===== config.mk =====
export PLATFORM = sky130hd
export DESIGN_NAME = warp_fetch_unit_flat
export DESIGN_NICKNAME = d
export VERILOG_FILES = /design/src/rtl/warp_fetch_unit_if.sv /design/src/rtl/warp_fetch_unit.sv /design/src/flat_wrapper.sv
export SDC_FILE = /design/constraint.sdc
export NUM_CORES = 1
export LEC_CHECK = 0
export CORE_UTILIZATION = 40
export DETAILED_ROUTE_END_ITERATION = 8
export PLACE_DENSITY_LB_ADDON = 0.25
export SYNTH_ARGS = -nofsm -noshare
export SYNTH_HDL_FRONTEND = slang
export SYNTH_SLANG_ARGS = --single-unit

===== constraint.sdc =====
create_clock -name clk -period 15.9 [get_ports clk]
set_input_delay 3.975 -clock clk [delete_from_list [all_inputs] [get_ports clk]]
set_output_delay 3.975 -clock clk [all_outputs]
set_load 0.1 [all_outputs]

===== src/rtl/warp_fetch_unit_if.sv =====
// rtl/warp_fetch_unit_if.sv - warp control, icache read port and tagged instruction bundle
// FETCH_PERF_CNT_EN adds the perf_issue_cnt/perf_stall_cnt signals.
interface warp_fetch_unit_if #(
  parameter int NUM_WARPS = 8,
  parameter int WID       = 3,
  parameter int ADDR      = 10,
  parameter int DATA      = 32
);
  logic                 launch_valid;
  logic [WID-1:0]       launch_wid;
  logic [ADDR-1:0]      launch_pc;
  logic                 exit_valid;
  logic [WID-1:0]       exit_wid;
  logic                 redirect_valid;
  logic [WID-1:0]       redirect_wid;
  logic [ADDR-1:0]      redirect_pc;
  logic [NUM_WARPS-1:0] ibuf_pop;
  logic [ADDR-1:0]      icache_addr;
  logic [DATA-1:0]      icache_rdata;
  logic                 inst_valid;
  logic [WID-1:0]       inst_wid;
  logic [ADDR-1:0]      inst_pc;
  logic [DATA-1:0]      inst_data;
`ifdef FETCH_PERF_CNT_EN
  logic [31:0]          perf_issue_cnt;
  logic [31:0]          perf_stall_cnt;
`endif

  modport master (
    output launch_valid, launch_wid, launch_pc, exit_valid, exit_wid,
           redirect_valid, redirect_wid, redirect_pc, ibuf_pop, icache_rdata,
    input  icache_addr, inst_valid, inst_wid, inst_pc, inst_data
`ifdef FETCH_PERF_CNT_EN
    , input perf_issue_cnt, perf_stall_cnt
`endif
  );

  modport slave (
    input  launch_valid, launch_wid, launch_pc, exit_valid, exit_wid,
           redirect_valid, redirect_wid, redirect_pc, ibuf_pop, icache_rdata,
    output icache_addr, inst_valid, inst_wid, inst_pc, inst_data
`ifdef FETCH_PERF_CNT_EN
    , output perf_issue_cnt, perf_stall_cnt
`endif
  );
endinterface


===== src/rtl/warp_fetch_unit.sv =====
// rtl/warp_fetch_unit.sv - round-robin per-warp fetch ahead of the icache read port
// FETCH_PERF_CNT_EN adds issue/stall counters.
module warp_fetch_unit #(
  parameter int NUM_WARPS = 8,
  parameter int WID       = 3,
  parameter int ADDR      = 10,
  parameter int DATA      = 32,
  parameter int CREDITS   = 2
) (
  input logic              clk,
  input logic              rst_n,
  warp_fetch_unit_if.slave bus
);
  localparam int CW = $clog2(CREDITS + 1);
  localparam int SW = CW + 2;

  logic [NUM_WARPS-1:0] active;
  logic [ADDR-1:0]      pc         [NUM_WARPS];
  logic [CW-1:0]        credit     [NUM_WARPS];
  logic [CW-1:0]        credit_nxt [NUM_WARPS];
  logic [NUM_WARPS-1:0] hit_launch, hit_exit, hit_redir, kill, eligible;
  logic [WID-1:0]       rr_ptr, grant_wid, idx;
  logic                 grant;
  logic [ADDR-1:0]      last_addr;
  logic                 s1_valid, s2_valid;
  logic [WID-1:0]       s1_wid, s2_wid;
  logic [ADDR-1:0]      s1_pc, s2_pc;
  logic [SW-1:0]        csum;

  always_comb begin
    for (int w = 0; w < NUM_WARPS; w++) begin
      hit_launch[w] = bus.launch_valid   && (bus.launch_wid   == WID'(w));
      hit_exit[w]   = bus.exit_valid     && (bus.exit_wid     == WID'(w));
      hit_redir[w]  = bus.redirect_valid && (bus.redirect_wid == WID'(w));
      kill[w]       = hit_launch[w] | hit_exit[w] | hit_redir[w];
      eligible[w]   = active[w] && (credit[w] != '0) && !kill[w];
    end
  end

  // Search starts one past the last grant so every warp gets a turn.
  always_comb begin
    grant     = 1'b0;
    grant_wid = '0;
    idx       = '0;
    for (int i = 1; i <= NUM_WARPS; i++) begin
      idx = rr_ptr + WID'(i);
      if (!grant && eligible[idx]) begin
        grant     = 1'b1;
        grant_wid = idx;
      end
    end
  end

  // Killed in-flight fetches never land in the IBuffer, so their slots come back.
  always_comb begin
    csum = '0;
    for (int w = 0; w < NUM_WARPS; w++) begin
      csum = SW'(credit[w]) + SW'(bus.ibuf_pop[w])
           + SW'(s1_valid && (s1_wid == WID'(w)) && kill[w])
           + SW'(s2_valid && (s2_wid == WID'(w)) && kill[w]);
      if (grant && (grant_wid == WID'(w)))
        csum = csum - SW'(1);
      credit_nxt[w] = (csum > SW'(CREDITS)) ? CW'(CREDITS) : csum[CW-1:0];
    end
  end

  always_ff @(posedge clk or negedge rst_n) begin
    if (!rst_n) begin
      active    <= '0;
      rr_ptr    <= WID'(NUM_WARPS - 1);
      last_addr <= '0;
      s1_valid  <= 1'b0;
      s1_wid    <= '0;
      s1_pc     <= '0;
      s2_valid  <= 1'b0;
      s2_wid    <= '0;
      s2_pc     <= '0;
      for (int w = 0; w < NUM_WARPS; w++) begin
        pc[w]     <= '0;
        credit[w] <= CW'(CREDITS);
      end
    end else begin
      if (grant) begin
        rr_ptr    <= grant_wid;
        last_addr <= pc[grant_wid];
      end
      s1_valid <= grant;
      s1_wid   <= grant_wid;
      s1_pc    <= pc[grant_wid];
      s2_valid <= s1_valid && !kill[s1_wid];
      s2_wid   <= s1_wid;
      s2_pc    <= s1_pc;
      for (int w = 0; w < NUM_WARPS; w++) begin
        if (hit_launch[w]) begin
          active[w] <= 1'b1;
          pc[w]     <= bus.launch_pc;
          credit[w] <= CW'(CREDITS);
        end else begin
          credit[w] <= credit_nxt[w];
          if (hit_exit[w])
            active[w] <= 1'b0;
          else if (hit_redir[w])
            pc[w] <= bus.redirect_pc;
          else if (grant && (grant_wid == WID'(w)))
            pc[w] <= pc[w] + ADDR'(1);
        end
      end
    end
  end

  assign bus.icache_addr = grant ? pc[grant_wid] : last_addr;
  assign bus.inst_valid  = s2_valid && !kill[s2_wid];
  assign bus.inst_wid    = s2_wid;
  assign bus.inst_pc     = s2_pc;
  assign bus.inst_data   = bus.inst_valid ? bus.icache_rdata : '0;

`ifdef FETCH_PERF_CNT_EN
  logic [31:0] issue_cnt, stall_cnt;
  always_ff @(posedge clk or negedge rst_n) begin
    if (!rst_n) begin
      issue_cnt <= '0;
      stall_cnt <= '0;
    end else begin
      issue_cnt <= issue_cnt + 32'(grant);
      stall_cnt <= stall_cnt + 32'((|active) && !grant);
    end
  end
  assign bus.perf_issue_cnt = issue_cnt;
  assign bus.perf_stall_cnt = stall_cnt;
`endif

  for (genvar w = 0; w < NUM_WARPS; w++) begin : g_pop_chk
    a_pop_at_full: assert property (@(posedge clk) disable iff (!rst_n)
      !(bus.ibuf_pop[w] && (credit[w] == CW'(CREDITS))))
      else $error("ibuf_pop on warp %0d with full credit", w);
  end
endmodule

===== src/flat_wrapper.sv =====
// flat-port wrapper written by rule: the top's interface ports become plain ports
module warp_fetch_unit_flat 
#(
  parameter int NUM_WARPS = 8,
  parameter int WID       = 3,
  parameter int ADDR      = 10,
  parameter int DATA      = 32,
  parameter int CREDITS   = 2
)
  (clk, rst_n, bus_launch_valid, bus_launch_wid, bus_launch_pc, bus_exit_valid, bus_exit_wid, bus_redirect_valid, bus_redirect_wid, bus_redirect_pc, bus_ibuf_pop, bus_icache_rdata, bus_icache_addr, bus_inst_valid, bus_inst_wid, bus_inst_pc, bus_inst_data);
  warp_fetch_unit_if #(.NUM_WARPS(NUM_WARPS), .WID(WID), .ADDR(ADDR), .DATA(DATA)) bus_i ();
  input logic clk;
  input logic rst_n;
  input wire logic [$bits(bus_i.launch_valid)-1:0] bus_launch_valid;
  input wire logic [$bits(bus_i.launch_wid)-1:0] bus_launch_wid;
  input wire logic [$bits(bus_i.launch_pc)-1:0] bus_launch_pc;
  input wire logic [$bits(bus_i.exit_valid)-1:0] bus_exit_valid;
  input wire logic [$bits(bus_i.exit_wid)-1:0] bus_exit_wid;
  input wire logic [$bits(bus_i.redirect_valid)-1:0] bus_redirect_valid;
  input wire logic [$bits(bus_i.redirect_wid)-1:0] bus_redirect_wid;
  input wire logic [$bits(bus_i.redirect_pc)-1:0] bus_redirect_pc;
  input wire logic [$bits(bus_i.ibuf_pop)-1:0] bus_ibuf_pop;
  input wire logic [$bits(bus_i.icache_rdata)-1:0] bus_icache_rdata;
  output wire logic [$bits(bus_i.icache_addr)-1:0] bus_icache_addr;
  output wire logic [$bits(bus_i.inst_valid)-1:0] bus_inst_valid;
  output wire logic [$bits(bus_i.inst_wid)-1:0] bus_inst_wid;
  output wire logic [$bits(bus_i.inst_pc)-1:0] bus_inst_pc;
  output wire logic [$bits(bus_i.inst_data)-1:0] bus_inst_data;
  assign bus_i.launch_valid = bus_launch_valid;
  assign bus_i.launch_wid = bus_launch_wid;
  assign bus_i.launch_pc = bus_launch_pc;
  assign bus_i.exit_valid = bus_exit_valid;
  assign bus_i.exit_wid = bus_exit_wid;
  assign bus_i.redirect_valid = bus_redirect_valid;
  assign bus_i.redirect_wid = bus_redirect_wid;
  assign bus_i.redirect_pc = bus_redirect_pc;
  assign bus_i.ibuf_pop = bus_ibuf_pop;
  assign bus_i.icache_rdata = bus_icache_rdata;
  assign bus_icache_addr = bus_i.icache_addr;
  assign bus_inst_valid = bus_i.inst_valid;
  assign bus_inst_wid = bus_i.inst_wid;
  assign bus_inst_pc = bus_i.inst_pc;
  assign bus_inst_data = bus_i.inst_data;
  warp_fetch_unit #(.NUM_WARPS(NUM_WARPS), .WID(WID), .ADDR(ADDR), .DATA(DATA), .CREDITS(CREDITS)) u_core (.clk(clk), .rst_n(rst_n), .bus(bus_i));
endmodule

==> Word level (Yosys, flattened, before mapping) <==
Cells that the tools add are included.
W data, S select, Z words.
{ "op_classes": {"n_addsub": 47, "n_lt_le_gt_ge": 19, "eq_ne": 50, "mux": 113, "bitwise_logic": 17, "n_reduce_logical": 144} }
{ "ops": {"columns": ["cell", "count"], "rows": [
  ["$mux W10", 35],
  ["$logic_and A1 B1 Y1", 89],
  ["$add A10 B1 Y10 const B", 8],
  ["$eq A3 B3 Y1 const B", 24],
  ["$add A4 B1 Y4", 16],
  ["$lt A3 B4 Y1 const B", 10],
  ["$eq A3 B2 Y1 const B", 12],
  ["$mux W1", 34],
  ["$gt A4 B2 Y1 const B", 8],
  ["$mux W2", 16],
  ["$mux W32", 1],
  ["$mux W4", 8],
  ["$reduce_bool A2 Y1", 16],
  ["$sub A4 B1 Y4 const B", 8],
  ["$bmux W1 S3", 10],
  ["$bmux W10 S3", 1],
  ["$add A2 B1 Y3", 8],
  ["$mux W3", 8],
  ["$reduce_bool A3 Y1", 8],
  ["$eq A3 B1 Y1 const B", 6],
  ["$logic_not A3 Y1", 6],
  ["$logic_not A1 Y1", 17],
  ["$ne A2 B1 Y1 const B", 8],
  ["$or A1 B1 Y1", 16],
  ["other kinds (6)", 17]
]} }
{ "word_totals": {"register_bits": 145, "inputBits": 74, "output_inout_bits": 56, "word_cells": 422} }

==> Logic depth before layout (Yosys ltp) <==
Gate-level depths: netlist (run 1).
{ "logic_depth": {"word_depth": 36, "depth_mapped": 19, "ltp_nobuf": 15} }

==> Least setup slack after synthesis (run 1) <==
OpenSTA, ideal clock, no wires.
{ "synth_timing": {"kind": "input-to-output", "start": "input port bus_exit_wid[2]", "end": "output port bus_icache_addr[6]", "t_arrival_ns": 7.709, "t_required_ns": 11.925, "setup_slack_ns": 4.216, "stages": 15, "path_buffers": 2, "cell_sequence": "buf_2 and4bb_1 or4_4 o32ai_1 a221oi_1 nand4_2 nor4_2 o21ai_0 a21boi_4 or2_2 inv_2 buf_2 mux4_2 mux2_2 mux2_2"} }
{ "synth_between": {"elab_chain_len": 35, "word_cells_on_any_way": 99, "cone_classes": "eq/ne: 7; mux: 36; bitwise: 17; reduce/logical: 39"} }
{ "synth_rtl": {"columns": ["element", "line_no", "source"], "rows": [
  ["from (decl)", "flat_wrapper.sv:18", "input wire logic [$bits(bus_i.exit_wid)-1:0] bus_exit_wid;"],
  ["$eq A3 B1 Y1, or another cell as far along", "warp_fetch_unit.sv:33", "hit_exit[w] = bus.exit_valid && (bus.exit_wid == WID'(w));"],
  ["$logic_and A1 B1 Y1", "warp_fetch_unit.sv:33", null],
  ["$or A1 B1 Y1 (2 in a row)", "warp_fetch_unit.sv:35", "kill[w] = hit_launch[w] | hit_exit[w] | hit_redir[w];"],
  ["$logic_not A1 Y1", "warp_fetch_unit.sv:36", "eligible[w] = active[w] && (credit[w] != '0) && !kill[w];"],
  ["$logic_and A1 B1 Y1", "warp_fetch_unit.sv:36", null],
  ["$bmux W1 S3", "warp_fetch_unit.sv:47", "if (!grant && eligible[idx]) begin"],
  ["$mux W1 (implied by the code)", "warp_fetch_unit.sv:47", null],
  ["$mux W1", "warp_fetch_unit.sv:47", null],
  ["[... 17 more ...]", null, null],
  ["$mux W1", "warp_fetch_unit.sv:47", null],
  ["$logic_not A1 Y1", "warp_fetch_unit.sv:47", null],
  ["$logic_and A1 B1 Y1", "warp_fetch_unit.sv:47", null],
  ["$mux W3", "warp_fetch_unit.sv:47", null],
  ["$not A3 Y4 (implied by the code)", "warp_fetch_unit.sv:111", "assign bus.icache_addr = grant ? pc[grant_wid] : last_addr;"],
  ["$bmux W10 S3", "warp_fetch_unit.sv:111", null],
  ["$mux W10 (implied by the code) (2 in a row)", "warp_fetch_unit.sv:111", null],
  ["$mux W10 *", null, null],
  ["to (decl)", "flat_wrapper.sv:24", "output wire logic [$bits(bus_i.icache_addr)-1:0] bus_icache_addr;"]
]} }
Every way passes the cells marked *; elsewhere a longest branch is shown, timed or not. The select of a mux whose other input is x is not followed.

==> Worst setup path after layout (run 1) <==
{ "layout_timing": {"start": "input port bus_launch_wid[2]", "end": "output port bus_icache_addr[0]"} }
{ "layout_between": {"elab_chain_len": 35, "word_cells_on_any_way": 99, "cone_classes": "eq/ne: 7; mux: 36; bitwise: 17; reduce/logical: 39"} }
{ "layout_rtl": {"columns": ["element", "line_no", "source"], "rows": [
  ["from (decl)", "flat_wrapper.sv:15", "input wire logic [$bits(bus_i.launch_wid)-1:0] bus_launch_wid;"],
  ["$eq A3 B1 Y1, or another cell as far along", "warp_fetch_unit.sv:32", "hit_launch[w] = bus.launch_valid && (bus.launch_wid == WID'(w));"],
  ["$logic_and A1 B1 Y1", "warp_fetch_unit.sv:32", null],
  ["$or A1 B1 Y1 (2 in a row)", "warp_fetch_unit.sv:35", null],
  ["$logic_not A1 Y1", "warp_fetch_unit.sv:36", null],
  ["$logic_and A1 B1 Y1", "warp_fetch_unit.sv:36", null],
  ["$bmux W1 S3", "warp_fetch_unit.sv:47", null],
  ["$mux W1 (implied by the code)", "warp_fetch_unit.sv:47", null],
  ["$mux W1", "warp_fetch_unit.sv:47", null],
  ["[... 17 more ...]", null, null],
  ["$mux W1", "warp_fetch_unit.sv:47", null],
  ["$logic_not A1 Y1", "warp_fetch_unit.sv:47", null],
  ["$logic_and A1 B1 Y1", "warp_fetch_unit.sv:47", null],
  ["$mux W3", "warp_fetch_unit.sv:47", null],
  ["$not A3 Y4 (implied by the code)", "warp_fetch_unit.sv:111", null],
  ["$bmux W10 S3", "warp_fetch_unit.sv:111", null],
  ["$mux W10 (implied by the code) (2 in a row)", "warp_fetch_unit.sv:111", null],
  ["$mux W10 *", null, null]
]} }
Marks and branches as above.

==> metrics.md, run 1 <==
| Metric | Value |
|---|---|
| Outcome | `finished, final reports clean` |
| Seq/Total Area, Yosys | `0.308` |
| Final WL | `42.0 mm` |
| Period utilization | `0.913` |
| Initial core utilization | `0.409` |
| Worst setup SP type | `input port` |
| CTS sink cnt | `145` |
| Crit path max fanout | `28` |
| # nets final | `1567` |
| DP HPWL | `31.4 mm` |
| # setup viols final | `0` |
| Total gr overflow | `0` |
| Worst-path cell chain | `clkdlybuf4s50_1 -> and4b_1 -> or4_1 -> o32ai_1 -> a221oi_1 -> nand2_1 -> nor4_2 -> o21ai_0 -> a21boi_4 -> or2_2 -> inv_2 -> mux4_2 -> mux2_2 -> mux2_2 -> clkdlybuf4s50_1` |
| Cell taking the most area after synthesis | `dfrtp_1` |
| Die Y | `~170 um` |
| Layout cells sized above 1 | `0.0962` |
| Post-synth top area share | `0.284` |
| Die W | `about 170 um` |
| Initial antenna violation count | `0` |
| Clk Latency, worst-skew pair | `between 400 and 500 ps` |
| Syn-to-layout area delta | `17.6%` |
| Antenna viol nets, final | `0` |
| Buffers and inverters on the worst path | `3` |
| Cts hold-fix bufs | `0` |
| Worst setup path startpoint | `bus_launch_wid[2]` |
| Largest stage delay, worst path | `1050 ps` |
| Post-CTS sizing | `0` |
| Inserted Clock Buffers | `17` |
| Largest net degree at the start of global routing | `76` |
| Hold path startpoint | `u_core.s1_pc[3]` |
| CP Data Required Time | `11930 ps` |
| First-pass GRT wire length | `between 60 and 70 mm` |
| DR iter-0 viols | `between 1000 and 1500` |
| GRT Util Overall | `0.279` |
| Post-DR wirelength/cell | `22.8 um` |
| Final Skew | `~12 ps` |
| Placed Area | `13300 um2` |
| Crit end category | `output pin` |
| Worst Tran Pin Value | `between 1000 and 1500 ps` |
| Setup Buffers After CTS | `0` |
| # Max-Cap Violations | `0` |
| IO Count | `130` |
| Crit path kind | `input port to output pin` |
| CTS Buffer Depth | `2` |
| Port buffer count | `roughly 130` |
| Worst path arrival time | `10540 ps` |
| Syn avg cell area | `around 8.6 um2` |
| R2r setup slk | `9450 ps` |
| Ys Warns | `0` |
| H-Tree Depth | `4` |
| Mapped Cells | `1373` |
| Hold crit path type | `flop to flop` |
| Synth Register Bits | `145` |
| Yosys cell types | `88` |
| CP max stage cell | `and4b_1` |
| Design Area, Final | `between 10000 and 15000 um2` |
| Worst slew margin | `0.190` |
| CTS root buffer | `clkbuf_16` |
| RSZ-0062 raised after global routing | `false` |
| Setup TNS | `0 ps` |
| Synth area leaders | `dfrtp_1 (28%), nand2_1 (5.8%), o21ai_0 (5.7%)` |
| Die area | `30200 um2` |
| FFs w/ async S/R, synth | `1.00` |
| Post-synth top flop | `dfrtp_1` |
| Vias in the first global route | `between 10000 and 15000` |
| Count of final hold-check violations | `0` |
| Row Count | `62` |
| Number of inserted diodes | `0` |
| Via count | `around 11000` |
| Post-route DRC | `0` |
| Post-layout min period | `~15000 ps` |
| Top Family by Delay on Critical Path | `simple AND/OR/NAND/NOR gates` |
| Number of flops mapped to enable cells by yosys | `0` |
| Syn_nets | `between 1000 and 1500` |
| Clk pin slew, worst setup/hold paths | `60 ps` |
| CORE AREA | `~29000 um2` |
| FF-to-FF Start | `u_core.rr_ptr[1]` |
| First-pass DRT Iterations | `7` |
| Fin. max-slew vios | `0` |
| Hold Worst Slack | `348 ps` |
| FMAX | `68.9 MHz` |
| Vias per std cell | `6.14` |
| Synthesized cell area | `11800 um2` |
| CTS tree | `yes` |
| Routability cong. | `0.951` |
state kept, by name, indices dropped and copies added (netlist names):
register / flops
u_core.pc: 80
u_core.s1_wid: 3
u_core.s1_valid: 1
u_core.s1_pc: 10
u_core.active: 8
u_core.bus.inst_pc: 10
u_core.bus.inst_wid: 3
u_core.credit: 16
u_core.s2_valid: 1
u_core.rr_ptr: 3
u_core.last_addr: 10
cells in the mapped netlist, types with 5 or more instances:
master and count:
nand2_1 182, dfrtp_1 134, o21ai_0 134, nor2_1 103
a21oi_1 84, nand3_1 59, mux2i_1 53, and2_1 40
inv_1 40, clkbuf_1 38, nor3_1 35, ha_1 34
buf_2 25, mux2_2 24, mux4_2 24, xor2_1 24
xnor2_1 22, fa_1 16, o22ai_1 15, buf_1 14
a22o_1 12, nor2b_1 12, a21o_1 11, and3_1 11
dfstp_2 11, nand2b_1 10, nand4_1 10, o211ai_1 10
buf_4 9, nor4_1 9, a31oi_1 8, and4_1 8
and4b_1 8, nand4b_1 7, or4_1 7, a211oi_1 6
nand3b_1 6, o21a_1 6, o31ai_1 6, o32ai_1 6
a211o_1 5, a221oi_1 5, a22oi_1 5, nor4_2 5
nor4_4 5
layout by cell type (no fill, tap or decap), types with 7 or more instances in the layout:
cell,synthesis,routed
nand2_1,182,182
o21ai_0,134,134
dfrtp_1,134,134
clkdlybuf4s50_1,0,128
nor2_1,103,103
a21oi_1,84,84
nand3_1,59,59
mux2i_1,53,53
inv_1,40,40
and2_1,40,40
nor3_1,35,35
ha_1,34,34
xor2_1,24,24
mux4_2,24,24
mux2_2,24,24
xnor2_1,22,22
clkbuf_16,0,17
fa_1,16,16
o22ai_1,15,15
nor2b_1,12,12
a22o_1,12,12
and3_1,11,11
a21o_1,11,11
buf_4,9,11
dfstp_2,11,11
nand2b_1,10,10
nand4_1,10,10
o211ai_1,10,10
nor4_1,9,9
and4b_1,8,8
and4_1,8,8
a31oi_1,8,8
or4_1,7,7
nand4b_1,7,7
path summary, 6_finish.rpt:
path | end | depth (start not counted)
max in group asynchronous | u_core.pc[74] | 2
hold / removal | u_core.bus.inst_pc[3] | 0
setup reg to reg | u_core.pc[20] | 15
hold reg to reg | u_core.bus.inst_pc[3] | 0
setup / recovery | bus_icache_addr[0] | 15
min in group asynchronous | u_core.active[5] | 1
kinds of logic after synthesis:
group | after synthesis | synth area share
compound gates | 355 | 0.187
xor+xnor | 46 | 0.0341
fa+ha+maj | 50 | 0.0631
buf+inv | 133 | 0.0486
flops | 145 | 0.308
mux | 101 | 0.114
simple gates | 543 | 0.245
worst register-to-register path: stages (launching register included):
cell	delay, ps
dfstp_2	720
clkinv_1	370
ha_1	350
xor2_1	580
nor2_1	170
a22o_1	270
a211oi_1	320
nand2_1	220
nor4_2	370
nand2_1	130
a32o_1	450
inv_2	400
o211ai_1	400
a21oi_1	1060
o32ai_1	220
a221oi_1	310
stage by stage:
| step | std cells | worst slack [ps] | util |
|---|---|---|---|
| floorplan | 1373 | 4220 | - |
| global placement | 1808 | 1600 | 0.460 |
| finish | 1840 | 1380 | 0.481 |
| CTS | 1840 | 1490 | 0.481 |
| detailed placement | 1808 | 1500 | 0.460 |
| global route | 1840 | 1100 | 0.481 |
final cells by class:
cell class / instances / area [um2]
fillers: 2777 / 15000
multi-input cells: 1095 / 7620
flip-flops and latches: 145 / 3640
repair buffers: 140 / 1380
well taps: 384 / 480
clock buffers: 18 / 429
clock inverters: 14 / 179
inverters: 44 / 165
metal layers:
| metal | GRT usage | up-vias | routed length, um |
|---|---|---|---|
| met3 | 0.0524 | 70 | 4010 |
| li1 | - | 5143 | - |
| met2 | 0.423 | 572 | 18600 |
| met4 | 0.0899 | 0 | 1030 |
| met1 | 0.400 | 5508 | 18300 |
| met5 | 0 | - | 0 |
Power of run 1 is not shown: default switching activity piles up to over one toggle a cycle in this logic, so the estimate is an artifact.
==> run 2: changes to the inputs <==
SLEW_MARGIN = 20   (was unset)
==> metrics.md, run 2 (synthesis results as in run 1) <==
| Metric | Value |
|---|---|
| Outcome | `finished, final reports clean (unchanged)` |
| Final WL | `42.0 mm (about the same)` |
| First-pass DRT Iterations | `6 (was 7)` |
| Post-DR wirelength/cell | `22.8 um (about the same)` |
| Worst-path cell chain | `clkdlybuf4s50_1 -> and4b_1 -> or4_1 -> o32ai_1 -> a221oi_1 -> nand2_1 -> nor4_2 -> o21ai_0 -> a21boi_4 -> or2_2 -> inv_2 -> mux4_2 -> mux2_2 -> mux2_2 -> clkdlybuf4s50_1 (unchanged)` |
| Hold crit path type | `flop to flop (unchanged)` |
| # Max-Cap Violations | `0 (unchanged)` |
| Placed Cells | `1808 (unchanged)` |
| Crit path max fanout | `28 (unchanged)` |
| Fin. max-slew vios | `0 (unchanged)` |
| Setup WS pre-CTS | `1500 ps (unchanged)` |
| Worst Tran Pin Value | `1080 ps (was 1220 ps)` |
| Vias in the first global route | `10800 (unchanged)` |
| Post-CTS sizing | `0 (unchanged)` |
| # setup viols final | `0 (unchanged)` |
| Biggest regs | `u_core.pc: 80 flops, u_core.credit: 16 flops (unchanged)` |
| Syn-to-layout area delta | `17.6% (about the same)` |
| Initial core utilization | `0.409 (unchanged)` |
| CTS Buffer Depth | `2 (unchanged)` |
| Final Skew | `15.8 ps (was 12.4 ps)` |
| RSZ-0062 raised after global routing | `false (unchanged)` |
| Post-route DRC | `0 (unchanged)` |
| Via count | `11300 (about the same)` |
| CP max stage cell | `clkdlybuf4s50_1 (was and4b_1)` |
| Worst path arrival time | `10500 ps (was 10540 ps)` |
| Final worst-path setup slack | `1420 ps (was 1380 ps)` |
| Cts hold-fix bufs | `0 (unchanged)` |
| Vias per std cell | `6.14 (about the same)` |
| Die W | `174 um (unchanged)` |
| Row Count | `62 (unchanged)` |
| CORE AREA | `28900 um2 (unchanged)` |
| Worst slew margin | `0.272 (was 0.190)` |
| FMAX | `69.1 MHz (was 68.9 MHz)` |
| Final Non-Filler Cells | `1840 (unchanged)` |
| CP Data Required Time | `11930 ps (about the same)` |
| DR iter-0 viols | `1386 (was 1466)` |
| Total gr overflow | `0 (unchanged)` |
| GRT Util Overall | `0.279 (unchanged)` |
| First-pass GRT wire length | `64.7 mm (unchanged)` |
| Initial antenna violation count | `0 (unchanged)` |
| Commonest non-fill, non-tap cell in the layout | `nand2_1 (unchanged)` |
| Die area | `30200 um2 (unchanged)` |
| Most frequent cells in the layout | `nand2_1 (182), o21ai_0 (134), dfrtp_1 (134), clkdlybuf4s50_1 (128), nor2_1 (103) (unchanged)` |
| Largest stage delay, worst path | `970 ps (was 1050 ps)` |
| Post-layout min period | `14480 ps (was 14520 ps)` |
| Clk pin slew, worst setup/hold paths | `60 ps (about the same)` |
| Port buffer count | `129 (unchanged)` |
| Count of final hold-check violations | `0 (unchanged)` |
| Layout cells sized above 1 | `0.0968 (was 0.0962)` |
| DP HPWL | `31.4 mm (unchanged)` |
| Routability cong. | `0.951 (unchanged)` |
| Inserted Clock Buffers | `17 (unchanged)` |
| CTS sink cnt | `145 (unchanged)` |
| Most flops, register | `u_core.pc (unchanged)` |
| CTS tree | `yes (unchanged)` |
| # nets final | `1567 (unchanged)` |
| Number of inserted diodes | `0 (unchanged)` |
| Clk Latency, worst-skew pair | `440 ps (about the same)` |
| Largest net degree at the start of global routing | `76 (unchanged)` |
| Max reg flops | `80 (unchanged)` |
| Period utilization | `0.911 (was 0.913)` |
| Crit path kind | `input port to output pin (unchanged)` |
| Setup Buffers After CTS | `0 (unchanged)` |
| Crit end category | `output pin (unchanged)` |
| Worst setup SP type | `input port (unchanged)` |
| H-Tree Depth | `4 (unchanged)` |
| CTS root buffer | `clkbuf_16 (unchanged)` |
| Antenna viol nets, final | `0 (unchanged)` |
| IO Count | `130 (unchanged)` |
| Die Y | `174 um (unchanged)` |
| Setup TNS | `0 ps (unchanged)` |
run 2: path summary, 6_finish.rpt:
path,startpoint,end,slack [ps],cells after the start
hold reg to reg,u_core.s1_pc[7],u_core.bus.inst_pc[7],350,0
max in group asynchronous,rst_n,u_core.pc[74],10900,2
hold / removal,u_core.s1_pc[7],u_core.bus.inst_pc[7],350,0
min in group asynchronous,rst_n,u_core.active[5],3550,1
setup reg to reg,u_core.rr_ptr[1],u_core.pc[30],9640,15
setup / recovery,bus_launch_wid[1],bus_icache_addr[1],1420,15
run 2: metrics by stage:
step | cell area [um2] | utilization | hold WS, ps
after CTS | 13900 | 0.481 | 347
final | 13900 | 0.481 | 348
after global placement | 13300 | 0.460 | 334
after floorplan | 11800 | - | 331
after detailed placement | 13300 | 0.460 | 335
after global routing | 13900 | 0.481 | 357
run 2: area by class of cell:
cell class                 count  area (um2)
clock buffer                  18         429
multi-input combinational   1095        7620
fill                        2776       15000
timing repair buffer         140        1380
sequential                   145        3640
inverter                      44         165
tap                          384         480
clock inverter                14         179
run 2: per-layer routing:
layer  GRT usage  vias to the layer above  routed length (um)
li1            -                     5139                   -
met1       0.400                     5502               18300
met2       0.423                      577               18500
met3      0.0524                       83                4050
met4      0.0899                        0                1100
met5           0                        -                   0
run 2: critical path: cells and delay by family:
family | cells | cell delay [ps]
AOI/OAI and AO/OA | 4 | 1030
muxes | 3 | 1000
buffers and inverters | 3 | 2260
and+or+nand+nor | 5 | 2200
Power of run 2 is left out for the same reason.
